`src/rtl/wave_pkg.sv`:
```
// Shared constants, FSM encoding and small helpers for the waveform scan sequencer.
// Module parameters of the same names default to the values held here.
package wave_pkg;

   localparam int TABLE_SIZE    = 255;
   localparam int MAX_SPEED     = 7;
   localparam int DEFAULT_SPEED = 7;

   localparam int NUM_CH  = 3;
   localparam int CH_SINE = 0;
   localparam int CH_TRI  = 1;
   localparam int CH_SQR  = 2;

   localparam logic [NUM_CH-1:0] CH_ALL_ON =
      NUM_CH'((1 << CH_SINE) | (1 << CH_TRI) | (1 << CH_SQR));

   localparam logic [1:0] ST_RUN       = 2'd0;
   localparam logic [1:0] ST_PAUSE     = 2'd1;
   localparam logic [1:0] ST_STEP_PEND = 2'd2;

   typedef struct packed {
      logic              run;
      logic              step;
      logic              faster;
      logic              slower;
      logic [NUM_CH-1:0] ch_tog;
   } key_pulse_t;

   // Opposing speed keys in the same cycle cancel out.
   function automatic logic [2:0] speed_adjust(input logic [2:0] cur,
                                               input logic       up,
                                               input logic       dn,
                                               input logic [2:0] top);
      logic [2:0] nxt;
      nxt = cur;
      if (up && !dn && (cur < top)) begin
         nxt = cur + 3'd1;
      end else if (dn && !up && (cur != 3'd0)) begin
         nxt = cur - 3'd1;
      end
      return nxt;
   endfunction

   function automatic logic [7:0] phase_next(input logic [7:0] cur,
                                             input logic [7:0] last);
      return (cur == last) ? 8'd0 : cur + 8'd1;
   endfunction

endpackage

```
`src/rtl/wave_phase_div.sv`:
```
// Frame divider plus wrapping phase counter; advances either when the divider
// expires on an advance request or unconditionally on a forced step.
module wave_phase_div #(
   parameter int TABLE_SIZE = wave_pkg::TABLE_SIZE,
   parameter int MAX_SPEED  = wave_pkg::MAX_SPEED
) (
   input  logic       clk,
   input  logic       rst_n,
   input  logic       advance_req,
   input  logic       force_step,
   input  logic       clear_cnt,
   input  logic [2:0] speed,
   output logic [7:0] phase_index,
   output logic       phase_wrap
);
   import wave_pkg::*;

   localparam int               CNT_W   = MAX_SPEED + 1;
   localparam logic [CNT_W-1:0] CNT_ONE = CNT_W'(1);
   localparam logic [2:0]       SPD_MAX = 3'(MAX_SPEED);
   localparam logic [7:0]       PH_LAST = 8'(TABLE_SIZE - 1);

   logic [CNT_W-1:0] frame_cnt_q, frame_cnt_d;
   logic [CNT_W-1:0] div_m1;
   logic [7:0]       phase_q, phase_d;
   logic             wrap_q, wrap_d;
   logic             do_step;

   always_comb begin
      div_m1      = (CNT_ONE << (SPD_MAX - speed)) - CNT_ONE;
      frame_cnt_d = frame_cnt_q;
      do_step     = force_step;

      if (clear_cnt) begin
         frame_cnt_d = '0;
      end else if (advance_req) begin
         // >= so that a speed-up with a large residual count fires at once
         if (frame_cnt_q >= div_m1) begin
            do_step     = 1'b1;
            frame_cnt_d = '0;
         end else begin
            frame_cnt_d = frame_cnt_q + CNT_ONE;
         end
      end

      phase_d = phase_q;
      wrap_d  = 1'b0;
      if (do_step) begin
         phase_d = phase_next(phase_q, PH_LAST);
         wrap_d  = (phase_q == PH_LAST);
      end
   end

   always_ff @(posedge clk or negedge rst_n) begin
      if (!rst_n) begin
         frame_cnt_q <= '0;
         phase_q     <= 8'd0;
         wrap_q      <= 1'b0;
      end else begin
         frame_cnt_q <= frame_cnt_d;
         phase_q     <= phase_d;
         wrap_q      <= wrap_d;
      end
   end

   assign phase_index = phase_q;
   assign phase_wrap  = wrap_q;

endmodule

```
`src/rtl/wave_scan_ctrl.sv`:
```
// Run/pause/step sequencer for the waveform generator. User changes collect in
// pending registers and only become active on frame_start, so frames never tear.
module wave_scan_ctrl #(
   parameter int TABLE_SIZE    = wave_pkg::TABLE_SIZE,
   parameter int MAX_SPEED     = wave_pkg::MAX_SPEED,
   parameter int DEFAULT_SPEED = wave_pkg::DEFAULT_SPEED,
   parameter int START_RUN     = 1
) (
   input  logic       vga_clk,
   input  logic       sys_rstn,
   input  logic       frame_start,
   input  logic       key_run,
   input  logic       key_step,
   input  logic       key_faster,
   input  logic       key_slower,
   input  logic [2:0] key_ch_tog,
   output logic [7:0] phase_index,
   output logic [2:0] ch_en,
   output logic [2:0] speed,
   output logic       running,
   output logic       phase_wrap
);
   import wave_pkg::*;

   localparam logic [2:0] SPD_MAX  = 3'(MAX_SPEED);
   localparam logic [2:0] SPD_DEF  = 3'(DEFAULT_SPEED);
   localparam logic [1:0] ST_RESET = (START_RUN != 0) ? ST_RUN : ST_PAUSE;

   key_pulse_t keys;
   assign keys = {key_run, key_step, key_faster, key_slower, key_ch_tog};

   logic [1:0] state_q, state_d;
   logic [2:0] speed_q, speed_d;
   logic [2:0] speed_pend_q, speed_pend_d;
   logic [2:0] ch_en_q, ch_en_d;
   logic [2:0] ch_en_pend_q, ch_en_pend_d;
   logic       advance_req;
   logic       force_step;
   logic       clear_cnt;

   always_comb begin
      state_d     = state_q;
      advance_req = 1'b0;
      force_step  = 1'b0;
      clear_cnt   = 1'b0;
      case (state_q)
         ST_RUN: begin
            advance_req = frame_start;
            if (keys.run) begin
               state_d = ST_PAUSE;
            end
         end
         ST_PAUSE: begin
            if (keys.run) begin
               state_d   = ST_RUN;
               clear_cnt = 1'b1;
            end else if (keys.step) begin
               state_d = ST_STEP_PEND;
            end
         end
         ST_STEP_PEND: begin
            // The step still happens if run arrives with the frame pulse.
            force_step = frame_start;
            if (keys.run) begin
               state_d = ST_RUN;
            end else if (frame_start) begin
               state_d = ST_PAUSE;
            end
         end
         default: begin
            state_d = ST_RESET;
         end
      endcase
   end

   always_comb begin
      speed_pend_d = speed_adjust(speed_pend_q, keys.faster, keys.slower, SPD_MAX);
      ch_en_pend_d = ch_en_pend_q ^ keys.ch_tog;
      speed_d      = speed_q;
      ch_en_d      = ch_en_q;
      if (frame_start) begin
         speed_d = speed_pend_q;
         ch_en_d = ch_en_pend_q;
      end
   end

   always_ff @(posedge vga_clk or negedge sys_rstn) begin
      if (!sys_rstn) begin
         state_q      <= ST_RESET;
         speed_q      <= SPD_DEF;
         speed_pend_q <= SPD_DEF;
         ch_en_q      <= CH_ALL_ON;
         ch_en_pend_q <= CH_ALL_ON;
      end else begin
         state_q      <= state_d;
         speed_q      <= speed_d;
         speed_pend_q <= speed_pend_d;
         ch_en_q      <= ch_en_d;
         ch_en_pend_q <= ch_en_pend_d;
      end
   end

   wave_phase_div #(
      .TABLE_SIZE (TABLE_SIZE),
      .MAX_SPEED  (MAX_SPEED)
   ) u_phase_div (
      .clk         (vga_clk),
      .rst_n       (sys_rstn),
      .advance_req (advance_req),
      .force_step  (force_step),
      .clear_cnt   (clear_cnt),
      .speed       (speed_q),
      .phase_index (phase_index),
      .phase_wrap  (phase_wrap)
   );

   assign ch_en   = ch_en_q;
   assign speed   = speed_q;
   assign running = (state_q == ST_RUN);

endmodule

```
`config.mk`:
```
export PLATFORM = sky130hd
export DESIGN_NAME = wave_scan_ctrl
export DESIGN_NICKNAME = d
export VERILOG_FILES = /design/src/rtl/wave_pkg.sv /design/src/rtl/wave_phase_div.sv /design/src/rtl/wave_scan_ctrl.sv
export SDC_FILE = /design/constraint.sdc
export NUM_CORES = 1
export LEC_CHECK = 0
export BUFFER_PORTS_ARGS = -buffer_cell sky130_fd_sc_hd__buf_2
export CORE_MARGIN = 2
export CORE_UTILIZATION = 41
export CTS_CLUSTER_DIAMETER = 80
export CTS_CLUSTER_SIZE = 25
export DETAILED_ROUTE_END_ITERATION = 8
export GPL_ROUTABILITY_DRIVEN = 0
export GPL_TIMING_DRIVEN = 1
export PLACE_DENSITY_LB_ADDON = 0.12
export REMOVE_ABC_BUFFERS = 1
export SLEW_MARGIN = 20
export SYNTH_ARGS = -nofsm -noshare
export SYNTH_HDL_FRONTEND = slang
export SYNTH_SLANG_ARGS = --single-unit
```
`constraint.sdc`:
```
create_clock -name vga_clk -period 3.4 [get_ports vga_clk]
set_clock_uncertainty 0.2 [all_clocks]
set_input_delay 0.34 -clock vga_clk [delete_from_list [all_inputs] [get_ports vga_clk]]
set_output_delay 0.34 -clock vga_clk [all_outputs]
set_load 0.005 [all_outputs]
```
# Yosys cells after proc, flatten, opt, wreduce, memory -nomap -nowiden
# Index checks and enable logic that the tools add are counted.
# totals
reg_bits,31
output_inout_bits,16
elab_cells,55
# op_classes
addsub,6
n_lt_le_gt_ge,2
eq_ne,6
shifts,1
mux,20
bitwise_logic,1
reduce_logical,11
# ops
operator,n
$mux 8,4
$add 8x1->8 const B,2
$mux 2,5
$eq 8x8->1 const B,1
$ge 8x8->1,1
$mux 1,8
$shl 1x3->8 const A,1
$sub 8x1->8 const B,1
$mux 3,2
$ne 3x3->1 const B,2
$pmux 2 s3,1
$logic_and 1x1->1,4
$reduce_bool 2->1,2
$add 3x1->3 const B,1
$lt 3x3->1 const B,1
$reduce_and 3->1,1
$reduce_bool 3->1,1
$sub 3x1->3 const B,1
$sub 3x3->3 const A,1
$xor 3x3->3,1
$eq 2x1->1 const B,1
$eq 2x2->1 const B,1
$logic_not 1->1,2
$logic_not 2->1,1
$ne 2x2->1 const B,1

# Longest topological paths before layout
# depth
ltp_word,8
depth_mapped,14
ltp_nobuf,12

# Cells and area by module
# A second synthesis with hierarchy kept.
# unflattened
cells_unflattened,200
hier_area_um2,2031.9
# by_module_without_submodules
mod,instances,cells_per_inst,area_each_um2
wave_phase_div,1,132,1255.0
wave_scan_ctrl,1,68,777.0

# Least setup slack after synthesis
# No wires, ideal clock.
# synth_path
path_kind,register -> register
from,"register speed_q[2], in the netlist speed[2]"
to,"register u_phase_div.phase_q[1], in the netlist u_phase_div.phase_index[1]"
setup_ns,0.125
t_arrival_ns,2.850
required_ns,3.075
slack_ns,0.225
path_stages_with_launch,14
n_path_buf,1
synth_period_minus_slack_ns,3.175
cell_sequence,dfstp_2 > clkbuf_1 > nand3_1 > ha_1 > inv_1 > nand2_1 > o21ai_0 > a21oi_1 > ha_1 > o21a_2 > a21oi_2 > a211o_4 > a21oi_4 > mux2_4
# synth_via
elab_chain_len,7
# synth_lines
item,line,text
start: declaration,wave_scan_ctrl.sv:33,"logic [2:0] speed_q, speed_d;"
start signal: assignment,wave_scan_ctrl.sv:96,speed_q <= speed_d;
$sub 3x3->3,wave_phase_div.sv:30,div_m1 = (CNT_ONE << (SPD_MAX - speed)) - CNT_ONE;
$shl 1x3->8,wave_phase_div.sv:30,
$sub 8x1->8,wave_phase_div.sv:30,
$ge 8x8->1,wave_phase_div.sv:38,if (frame_cnt_q >= div_m1) begin
$mux 1,wave_phase_div.sv:38,
$mux 1,wave_phase_div.sv:36,end else if (advance_req) begin
$mux 1,wave_phase_div.sv:34,if (clear_cnt) begin
end signal: assignment,wave_phase_div.sv:61,phase_q <= phase_d;
end: declaration,wave_phase_div.sv:25,"logic [7:0] phase_q, phase_d;"
# Every way passes these cells.
# A chain may end at the register's enable or synchronous reset.

# Final worst setup path
# Ends and elaborated chain as after synthesis.

==> results.toml <==
[run_status]
status = "complete, no violations"

[clock_network]
cts.root.buffer_cell = "clkbuf_8"
cts_made_buffers = 5
worstSkewPairLatency_ns = 0.28
clock_pin_slew_of_the_registers_on_the_worst_case_setup_and_hold_paths_ns = 0.07
post_cts_resized = 0
h_tree_lvl_count = 2
clock_sinks = 31
cts_tree = "yes"
clock_tree.buffer_depth = 2

[logic_synthesis]
yosysWarningCount = 0
netlist-cell-type-count = 53
yosysSeqAreaShare_pct = 39.3
synth.ff_latch_count = 31
syn_area_per_cell_um2 = 9.48
post_synthesis_cell_count = 212
post_synth_main_area_contributors = "dfrtp_1, dfstp_2, ha_1"
yosys.area.top_type_share_pct = 23.6
synth_enable_flop_cells = 0
postSynth.asyncResetShare_pct = 100
synth.cell_area_mm2 = 0.00201
synth_top_cell_by_area = "dfrtp_1"
synthFlopType = "dfrtp_1"

[drt]
postRouteAntennaNets = 0
first_iter_violations = 104
drt_drc_violations_left = 0
wl_per_cell_um = 12.8
num_vias = 1629
routed_wl_um = 4000
viasPerCell = 5.22
drt_pre_antenna_iters = 4

[critical_path]
worst-path-buf-inv = 1
critPathMostFrequentCell = "ha_1"
cpPeakStageDelay_ns = 0.62
setup.worst_path.start_class = "flop"
crit_path_cell_trace = "nand3b_1, ha_1, inv_1, nand2_1, o21ai_0, a21oi_1, ha_1, o21a_2, a21oi_2, a211o_4, a21oi_4, mux2_4"
crit_slowest_cell = "dfstp_2"
cp_top_family = "compound AO/OA/AOI/OAI gates"
reg2reg_to = "u_phase_div.phase_index[1]"
worstReg2RegStart = "speed[2]"
last_element_of_the_critical_path = "u_phase_div.phase_index[1]"
crit_fanout = 16
worstSetupPathType = "reg2reg"
worstRegToRegCells = 12
worstPathArrival_ns = 3.08
r2r_setup_slack_ns = 0.29
crit_cells = 12
cp.required_ns = 3.37
launching_instance_or_port_of_the_critical_path = "speed[2]"
endpoint_class_of_the_critical_path = "flop"

[floorplanning]
std_cell_rows = 25
boundaryPins = 26
die_width_um = 74.0
die_h_um = 74.0
fp.dieArea_mm2 = 0.00548
area_inside_the_core_boundary_mm2 = 0.00472
initial_core_util_pct = 42.6

[job]
drv_cap = 0

[place]
placement.io_buffers = 25
hpwl_um = 2880
pre_cts_ws_ns = 0.298

[grt]
globalRouteOverflowTotal = 0
total_global_routing_track_utilization_pct = 16.8
first_global_vias = 1470
antenna_found_initial = 0
grt_max_degree = 32
grt_pass1_wl_um = 7090

[power]
p_per_area_mw_per_mm2 = 872
worst_vdd_rail_ir_drop_v = 0.000404
leakage_nw = 1.02

[sta]
actual_transition_at_the_worst_max_transition_pin_ns = 0.694
worst_slew_margin_relative_to_its_limit_pct = 53.7
final_worst_path_cycle_share_pct = 91.5
drv_slew = 0
finalWorstPathRequiredPeriod_ns = 3.11
hold_viol_final = 0
unrepaired_setup_endpoints_after_global_routing = "false"
layout_setup_ws_ns = 0.291
setup_viol = 0
timing.hold.ws_ns = 0.0593
timing.fmax_mhz = 322
finalSetupTns_ns = 0

[final_layout]
multi_input_area_mm2 = 0.00114
drive_above_1_share_pct = 26.9
layout.cells.most_common_list = "buf_2, nand2_1, dfrtp_1"
storage_element_area_um2 = 791
area_growth_pct = 17.6
layout.cells.most_common = "buf_2"
n_fill_cell = 444
antenna-diode-count = 0
final_net_count = 267

[hold_path]
worstHoldPathType = "in2reg"
-- worst reg2reg max path, delay by kind of cell, from the launching register on --
kind,cells,cell delay [ns]
compound gates,6,1.03
fa+ha+maj,2,0.51
buf+inv,1,0.12
flops,1,0.62
mux,1,0.32
simple gates,2,0.20
-- repair_timing --
action,CTS,global route
setup buffers,0,0
hold buffers,4,0
hold endpoints to repair,22,0
-- through the flow --
stage	utilization [%]	instances	power [mW]	area, um2
floorplan	-	205	1.40	1980
global placement	46.7	300	1.69	2210
detailed placement	46.7	300	1.69	2210
CTS	50.1	312	2.09	2360
global route	50.1	312	2.26	2360
finish	50.1	312	2.06	2360
-- area by class of cell --
class / count / area share [%]
well taps: 67 / 3.54
repair buffers: 32 / 7.94
flip-flops and latches: 31 / 33.4
clock inverters: 2 / 1.48
clock buffers: 6 / 3.49
multi-input cells: 162 / 48.2
inverters: 12 / 1.90
-- where the power goes --
| group | switching, mW | internal, mW | leakage (nW) | total, mW |
|---|---|---|---|---|
| Combinational | 0.446 | 0.449 | 0.599 | 0.895 |
| Clock | 0.143 | 0.237 | 0.0612 | 0.380 |
| Sequential | 0.215 | 0.571 | 0.361 | 0.786 |
| Total | 0.805 | 1.26 | 1.02 | 2.06 |
-- state kept, by name (all words and copies together), names as in the netlist --
name                     cells
ch_en                        3
ch_en_pend_q                 3
speed                        3
speed_pend_q                 3
state_q                      2
u_phase_div.frame_cnt_q      8
u_phase_div.phase_index      8
u_phase_div.phase_wrap       1
-- how the worst min path moves through the flow --
stage | end | startpoint | slack [ns] | cells past startpoint
2_1_floorplan | state_q[0] | sys_rstn | -0.16 | 0
3_3_place_gp | u_phase_div.frame_cnt_q[4] | sys_rstn | 0.23 | 1
3_5_place_dp | u_phase_div.frame_cnt_q[4] | sys_rstn | 0.23 | 1
4_1_cts | state_q[1] | key_run | 0.05 | 2
5_1_grt | state_q[1] | key_run | 0.05 | 2
6_report | state_q[1] | key_run | 0.06 | 2
-- cells by family after synthesis --
logic type,after synthesis,share of synthesized area [%]
AO/OA/AOI/OAI,55,20.8
flip-flops,31,39.3
AND/OR/NAND/NOR,79,19.9
other,1,0.187
XOR/XNOR,4,1.74
adder cells (fa/ha/maj),13,8.46
multiplexers,10,5.60
buffers and inverters,19,3.98
-- cells in the mapped netlist (2+ instances only) --
cell and count:
a211oi_1 9, a21o_1 2, a21oi_1 10, a2bb2oi_1 2, a31oi_1 5, and2_1 3, and3_1 3, buf_2 3
clkbuf_1 2, dfrtp_1 19, dfstp_2 12, ha_1 12, inv_1 12, mux2_2 6, mux2i_1 3, nand2_1 20
nand2b_1 6, nand3_1 11, nand3b_1 2, nand4_1 5, nor2_1 14, nor2b_1 3, nor3_1 4, o21ai_0 6
o22ai_1 5, o2bb2ai_1 3, or3_1 2, xor2_1 3
-- layer usage --
metal	global-route usage [%]	up-vias	wire (um)	share of wire (%)
met1	24.5	764	2060	52
li1	-	834	-	-
met3	3.25	8	108	2.7
met4	7.88	0	77	1.9
met5	0	-	0	0
met2	24.0	23	1750	44
Power figures use the tool's default switching activity.
